[src/rtl/multicycle_controller.sv]
// Main controller for a multicycle RISC-V core: a Moore FSM with configurable memory wait states.
// Define MULTICYCLE_JALR_EN to add jalr support (JALR and LINK states).
module multicycle_controller #(
  parameter int MEM_WAIT = 0,
  parameter int WAIT_W   = 4
) (
  input  logic       clk,
  input  logic       reset,
  input  logic [6:0] op,
  input  logic       zero,
  output logic       pc_write,
  output logic       adr_src,
  output logic       mem_write,
  output logic       ir_write,
  output logic       reg_write,
  output logic [1:0] result_src,
  output logic [1:0] alu_src_a,
  output logic [1:0] alu_src_b,
  output logic [1:0] alu_op,
  output logic [1:0] imm_src,
  output logic       illegal,
  output logic [3:0] state
);

  localparam logic [6:0] OP_LOAD   = 7'b0000011;
  localparam logic [6:0] OP_STORE  = 7'b0100011;
  localparam logic [6:0] OP_RTYPE  = 7'b0110011;
  localparam logic [6:0] OP_ITYPE  = 7'b0010011;
  localparam logic [6:0] OP_JAL    = 7'b1101111;
  localparam logic [6:0] OP_BRANCH = 7'b1100011;
`ifdef MULTICYCLE_JALR_EN
  localparam logic [6:0] OP_JALR   = 7'b1100111;
`endif

  localparam logic [WAIT_W-1:0] CNT_ZERO = {WAIT_W{1'b0}};
  localparam logic [WAIT_W-1:0] CNT_ONE  = WAIT_W'(1'b1);
  localparam logic [WAIT_W-1:0] CNT_LAST = WAIT_W'(MEM_WAIT);

  typedef enum logic [3:0] {
    S_FETCH    = 4'd0,
    S_DECODE   = 4'd1,
    S_MEMADR   = 4'd2,
    S_MEMREAD  = 4'd3,
    S_MEMWB    = 4'd4,
    S_MEMWRITE = 4'd5,
    S_EXECUTER = 4'd6,
    S_ALUWB    = 4'd7,
    S_EXECUTEI = 4'd8,
    S_JAL      = 4'd9,
    S_BEQ      = 4'd10,
`ifdef MULTICYCLE_JALR_EN
    S_JALR     = 4'd11,
    S_LINK     = 4'd12,
`endif
    S_ILLEGAL  = 4'd15
  } state_t;

  state_t            state_r;
  state_t            next_state_s;
  logic [WAIT_W-1:0] count_r;
  logic [WAIT_W-1:0] next_count_s;
  logic              illegal_r;
  logic              wait_state_s;
  logic              last_s;
  logic              pc_update_s;
  logic              branch_s;

  function automatic logic [1:0] imm_decode(input logic [6:0] opcode);
    logic [1:0] sel;
    case (opcode)
      OP_STORE:  sel = 2'b01;
      OP_BRANCH: sel = 2'b10;
      OP_JAL:    sel = 2'b11;
      default:   sel = 2'b00;
    endcase
    return sel;
  endfunction

  // State, wait counter and sticky illegal flag
  always_ff @(posedge clk or posedge reset) begin
    if (reset) begin
      state_r   <= S_FETCH;
      count_r   <= CNT_ZERO;
      illegal_r <= 1'b0;
    end else begin
      state_r   <= next_state_s;
      count_r   <= next_count_s;
      illegal_r <= illegal_r | (next_state_s == S_ILLEGAL);
    end
  end

  // Memory-facing states stretch to MEM_WAIT+1 cycles; counter restarts at 0 in every new state
  always_comb begin
    wait_state_s = 1'b0;
    case (state_r)
      S_FETCH, S_MEMREAD, S_MEMWRITE: wait_state_s = 1'b1;
      default:                        wait_state_s = 1'b0;
    endcase
    last_s = (count_r == CNT_LAST);
    if (wait_state_s && !last_s) begin
      next_count_s = count_r + CNT_ONE;
    end else begin
      next_count_s = CNT_ZERO;
    end
  end

  // Next-state logic
  always_comb begin
    next_state_s = state_r;
    case (state_r)
      S_FETCH: begin
        if (last_s) next_state_s = S_DECODE;
        else        next_state_s = S_FETCH;
      end
      S_DECODE: begin
        case (op)
          OP_LOAD, OP_STORE: next_state_s = S_MEMADR;
          OP_RTYPE:          next_state_s = S_EXECUTER;
          OP_ITYPE:          next_state_s = S_EXECUTEI;
          OP_JAL:            next_state_s = S_JAL;
          OP_BRANCH:         next_state_s = S_BEQ;
`ifdef MULTICYCLE_JALR_EN
          OP_JALR:           next_state_s = S_JALR;
`endif
          default:           next_state_s = S_ILLEGAL;
        endcase
      end
      S_MEMADR: begin
        if (op == OP_LOAD) next_state_s = S_MEMREAD;
        else               next_state_s = S_MEMWRITE;
      end
      S_MEMREAD: begin
        if (last_s) next_state_s = S_MEMWB;
        else        next_state_s = S_MEMREAD;
      end
      S_MEMWB:    next_state_s = S_FETCH;
      S_MEMWRITE: begin
        if (last_s) next_state_s = S_FETCH;
        else        next_state_s = S_MEMWRITE;
      end
      S_EXECUTER: next_state_s = S_ALUWB;
      S_EXECUTEI: next_state_s = S_ALUWB;
      S_JAL:      next_state_s = S_ALUWB;
`ifdef MULTICYCLE_JALR_EN
      S_JALR:     next_state_s = S_LINK;
      S_LINK:     next_state_s = S_ALUWB;
`endif
      S_ALUWB:    next_state_s = S_FETCH;
      S_BEQ:      next_state_s = S_FETCH;
      S_ILLEGAL:  next_state_s = S_ILLEGAL;
      default:    next_state_s = S_ILLEGAL;
    endcase
  end

  // Moore output decode
  always_comb begin
    adr_src     = 1'b0;
    mem_write   = 1'b0;
    ir_write    = 1'b0;
    reg_write   = 1'b0;
    result_src  = 2'b00;
    alu_src_a   = 2'b00;
    alu_src_b   = 2'b00;
    alu_op      = 2'b00;
    pc_update_s = 1'b0;
    branch_s    = 1'b0;
    case (state_r)
      S_FETCH: begin
        alu_src_b  = 2'b10;
        result_src = 2'b10;
        if (last_s) begin
          ir_write    = 1'b1;
          pc_update_s = 1'b1;
        end else begin
          ir_write    = 1'b0;
          pc_update_s = 1'b0;
        end
      end
      S_DECODE: begin
        alu_src_a = 2'b01;
        alu_src_b = 2'b01;
      end
      S_MEMADR: begin
        alu_src_a = 2'b10;
        alu_src_b = 2'b01;
      end
      S_MEMREAD: adr_src = 1'b1;
      S_MEMWB: begin
        result_src = 2'b01;
        reg_write  = 1'b1;
      end
      S_MEMWRITE: begin
        adr_src   = 1'b1;
        mem_write = 1'b1;
      end
      S_EXECUTER: begin
        alu_src_a = 2'b10;
        alu_op    = 2'b10;
      end
      S_EXECUTEI: begin
        alu_src_a = 2'b10;
        alu_src_b = 2'b01;
        alu_op    = 2'b10;
      end
      S_ALUWB: reg_write = 1'b1;
      S_JAL: begin
        alu_src_a   = 2'b01;
        alu_src_b   = 2'b10;
        pc_update_s = 1'b1;
      end
      S_BEQ: begin
        alu_src_a = 2'b10;
        alu_op    = 2'b01;
        branch_s  = 1'b1;
      end
`ifdef MULTICYCLE_JALR_EN
      S_JALR: begin
        alu_src_a   = 2'b10;
        alu_src_b   = 2'b01;
        result_src  = 2'b10;
        pc_update_s = 1'b1;
      end
      S_LINK: begin
        alu_src_a = 2'b01;
        alu_src_b = 2'b10;
      end
`endif
      S_ILLEGAL: adr_src = 1'b0;
      default:   adr_src = 1'b0;
    endcase
  end

  assign pc_write = pc_update_s | (branch_s & zero);
  assign imm_src  = imm_decode(op);
  assign illegal  = illegal_r;
  assign state    = state_r;

endmodule

[config.mk]
export PLATFORM = sky130hd
export DESIGN_NAME = multicycle_controller
export DESIGN_NICKNAME = d
export VERILOG_FILES = /design/src/rtl/multicycle_controller.sv
export SDC_FILE = /design/constraint.sdc
export NUM_CORES = 1
export LEC_CHECK = 0
export ABC_CLOCK_PERIOD_IN_PS = 2300
export CAP_MARGIN = 20
export CORE_UTILIZATION = 45
export CTS_BUF_LIST = sky130_fd_sc_hd__clkbuf_4 sky130_fd_sc_hd__clkbuf_8
export DETAILED_ROUTE_END_ITERATION = 10
export PLACE_DENSITY = 0.85
export REMOVE_ABC_BUFFERS = 1
export SYNTH_ARGS = -nofsm -noshare
export SYNTH_HDL_FRONTEND = slang
export SYNTH_SLANG_ARGS = --single-unit
[constraint.sdc]
create_clock -name clk -period 2.3 [get_ports clk]
set_input_delay 0.46 -clock clk [delete_from_list [all_inputs] [get_ports clk]]
set_output_delay 0.46 -clock clk [all_outputs]
set_load 0.01 [all_outputs]
Yosys cells after proc, flatten, opt, wreduce, memory -nomap -nowiden
Cells that the tools add are included.
- word-level logic and storage cells: 59
- input bits: 10
- ROM bits: 0
- register bits after elaboration: 9
- memories kept: 0
- bits in latches: 0
- RAM bits: 0
- output and inout bits: 20
- equality and inequality tests: 17
- magnitude comparators: 0
- add/subtract/negate cells: 1
- shift-type cells: 0
- bitwise operators: 3
- divide/modulo/power cells: 0
- muxes and demuxes: 20
- reduce and logical (&&, ||, !) cells: 15
- multiply operators: 0
- operators by type and width (cell ; number):
    one-hot mux 4 bit (7 select lines) ; 1
    one-hot mux 4 bit (5 select lines) ; 1
    equality test 4 x 3 -> 1 bit (second input constant) ; 4
    equality test 4 bit (second input constant) ; 4
    one-hot mux 2 bit (2 select lines) ; 4
    equality test 7 x 6 -> 1 bit (second input constant) ; 2
    equality test 7 bit (second input constant) ; 2
    OR reduction 2 bit ; 6
    OR reduction 3 bit ; 4
    2-to-1 mux 3 bit ; 3
    equality test 4 x 2 -> 1 bit (second input constant) ; 2
    zero test 4 bit ; 2
    2-to-1 mux 1 bit ; 8
    equality test 7 x 2 -> 1 bit (second input constant) ; 1
    equality test 7 x 5 -> 1 bit (second input constant) ; 1
    one-hot mux 2 bit (3 select lines) ; 1
    adder 4 x 1 -> 4 bit (second input constant) ; 1
    equality test 4 x 1 -> 1 bit (second input constant) ; 1
    2-to-1 mux 4 bit ; 1
    OR reduction 4 bit ; 1
    OR 1 bit ; 2
    one-hot mux 1 bit (2 select lines) ; 1
    AND 1 bit ; 1
    logical AND 1 bit ; 1
    zero test 1 bit ; 1

Logic depth before layout (Yosys ltp)
- depth in word-level cells: 6
- depth in mapped cells: 7
- mapped depth without buffers: 7

Worst setup path before layout
Ideal clock, no wire load.
- kind: flip-flop to output port
- start: reg state_r[0], in the netlist state[0]
- end: out ir_write
- arrival time: 1.548 ns
- buffers on the path: 2
- cell stages (with the launch flop): 5
- data required time: 1.840 ns
- path slack: 0.292 ns
- path through: dfrtp_1 buf_4 buf_4 nor4_1 and2_1
- cells in the longest elaborated chain, start to end: 2
- RTL lines (element ; RTL line ; text):
    start, declared ; 58 ; state_t state_r;
    start signal, assigned ; 86 ; state_r <= next_state_s;
    zero test 4 bit ; 167 ; case (state_r)
    2-to-1 mux 1 bit ; 167 ;
    end, declared ; 14 ; output logic ir_write,
No other way between the ends.

Final worst setup path
- start: reg state_r[0], in the netlist state[0]
- end: out reg_write
- cells in the longest elaborated chain, start to end: 3
- elaborated cells between the ends (all ways): 4
- those cells by class: eq/ne (2); mux (1); reduce/logical (1)
- RTL lines (element ; RTL line ; text):
    equality test 4 x 3 -> 1 bit ; 167 ;
    OR reduction 2 bit (no source line) * ; - ;
    2-to-1 mux 1 bit * ; 167 ;
    end, declared ; 15 ; output logic reg_write,
Every way passes the cells marked *; elsewhere a longest branch is shown, timed or not.

==> results.toml <==
[pwr]
power_uw = 1580
irDropWorstVdd_uv = 919.6
p_leak_uw = 0.0006248
power_density_nw_per_um2 = 1169

[worst_hold_path]
min_path_type = "in -> async"

[timing]
post-route-min-period_ns = 2.231
tightest_slew_ns = 0.4822
finalMaxSlewViolations = 0
finalClockSkew_ns = 0.0006121
fmax_mhz = 448.3
finalCritPeriodShare = 0.9698
setup_ws_ns = 0.06946
setup_viol = 0
hold_viol = 0
fin_setup_tns_ns = 0
grt_setup_unrepaired = "no"
fin_hold_ws_ns = 0.4640
slew_headroom = 0.6743

[setup_path]
slowest_stage = "clkdlybuf4s50_1"
crit_path_max_fanout = 10
crit_path_max_incr_delay_ns = 0.54
cp.required_ns = 1.84
arrival_ns = 1.77
start_kind = "register"
crit_chain = "buf_4, nand2b_1, and4_1, clkdlybuf4s50_1"
crit_start = "state[0]$_DFF_PP0_"
worstSetupPathType = "reg -> out"
cp-end-kind = "output pin"
r2r-start = "state[1]$_DFF_PP0_"

[grt]
grt_pass1_vias = 956
track_usage = 0.2781
antenna_found_initial = 0
grt_max_degree = 15
grt_pass1_wl_mm = 4.112
overflow = 0

[synthesis]
synthTopCellsByArea = "dfrtp_1, nor2_1, nor3_1"
synth_flop_cell = "dfrtp_1"
syn_inst = 105
ys_ff_latch = 9
synth_top_area_share = 0.2769
async_reset_ff_frac = 1.000
ys_types = 41
ys_seq_area_frac = 0.2769
synth_top_area_cell = "dfrtp_1"
synth_warnings = 0
synth_edf_count = 0
syn_area_um2 = 813.3
syn-mean-instance-area_um2 = 7.746

[job]
drv_cap = 0

[cells_and_area]
antenna-diode-count = 0
final_nets = 170
fillCellCount = 95
area_delta_synth_final_pct = 66.15
drive_above_1_share = 0.2611
postLayoutCellArea_um2 = 1351

[cts]
hold_buffers = 0
cts_root_buf = "clkbuf_4"
cts.sink_count = 9
clk_pin_slew_ns = 0.05
numCtsBuffers = 3
htreeDepth = 1
clkLatencyLatePin_ns = 0.24
cts_tree = "done"
clockBufferDepth = 2

[place]
place_congestion = 0.8582
hpwl_mm = 1.907
dp_slack_ns = -0.1757
port_buffers = 29
placed_area_um2 = 1232

[detailed_routing]
detail_route.wl_per_cell_um = 15.93
vias = 1067
ant_nets = 0
first_pass_iters = 4
drt_iter0_drc = 67
drc = 0
drt_wl_total_mm = 2.883
via_per_inst = 5.895

[floorplan]
fp.dieArea_um2 = 1981
core.rowCount = 14
fp.dieW_um = 44.51
start_util = 0.5102
chipHeight_um = 44.51
io_pins = 30
fp.coreArea_um2 = 1594

[run_status]
status = "finished clean"
-- registers in the layout, indices dropped and copies added, names as in the netlist --
register	count
illegal	1
count_r	4
state	4
-- metrics by stage --
stage,util,instances
finish,0.8477,181
global placement,0.7732,169
CTS,0.8038,173
global route,0.8477,181
detailed placement,0.7732,169
floorplan,-,98
-- cells by family after synthesis --
| kind of cell | share of synthesized area |
|---|---|
| buffers and inverters | 0.08153 |
| AND/OR/NAND/NOR | 0.3262 |
| XOR/XNOR | 0.05386 |
| multiplexers | 0.01231 |
| AO/OA/AOI/OAI | 0.2185 |
| flip-flops | 0.2769 |
| adder cells (fa/ha/maj) | 0.03076 |
-- worst paths after layout --
path | endpoint | slack [ns] | cells after the start
min | illegal$_DFF_PP0_ | 0.46 | 2
max in group asynchronous | state[1]$_DFF_PP0_ | 1.57 | 2
max reg2reg | illegal$_DFF_PP0_ | 0.20 | 6
max | reg_write | 0.07 | 4
min in group clk | illegal$_DFF_PP0_ | 0.47 | 1
min reg2reg | illegal$_DFF_PP0_ | 0.47 | 1
-- layout by cell type (no fill, tap or decap), drive strengths merged, types with 2 or more instances in the layout --
cell,instances
nand2b,4
a211o,2
nor3,8
xnor2,3
xor2,2
nand2,5
o22ai,2
o21ai,4
a221o,2
buf,26
clkdlybuf4s50,22
a311oi,2
dlymetal6s2s,3
clkbuf,5
dlygate4sd2,3
nor2b,2
a31o,2
inv,8
a211oi,2
ha,2
or3,2
a21oi,5
dfrtp,9
nor2,13
nand3,5
-- cells in the mapped netlist (2+ instances only) --
cell type  number
nor2_1         13
dfrtp_1         9
nor3_1          8
inv_1           6
a21oi_1         5
nand2_1         5
nand3_1         5
nand2b_1        4
o21ai_0         3
xnor2_1         3
a211o_1         2
a211oi_1        2
a221o_1         2
a311oi_1        2
buf_2           2
buf_4           2
clkbuf_1        2
ha_1            2
inv_2           2
nor2b_1         2
o22ai_1         2
or3_1           2
xor2_1          2
-- final cells by class --
class	instances	area [µm²]	area share
clock buffers	4	30.03	0.02222
multi-input cells	81	548.0	0.4056
inverters	8	30.03	0.02222
well taps	24	30.03	0.02222
repair buffers	55	484.2	0.3583
flip-flops and latches	9	229.0	0.1694
-- worst max-delay path, delay by kind of cell (launching register included) --
kind,cells,cell delay [ns]
flip-flops,1,0.48
buffers and inverters,2,0.72
AND/OR/NAND/NOR,2,0.32
-- power by group --
group / switching [µW] / internal (µW)
clock: 45.3 / 78.0
combinational: 565 / 595
sequential: 95.4 / 201
total: 706 / 874
-- routing by layer --
metal  track usage  share of wire
met1        0.3376           0.38
met2        0.5118           0.52
met3       0.04082          0.079
met4       0.06667          0.018
met5             0              0
-- timing repair --
item                       in CTS  in global routing
resized for setup               9                  8
buffers inserted                0                  8
pin swaps                       0                  0
setup endpoints to repair       9                  8
Power figures use the tool's default switching activity.
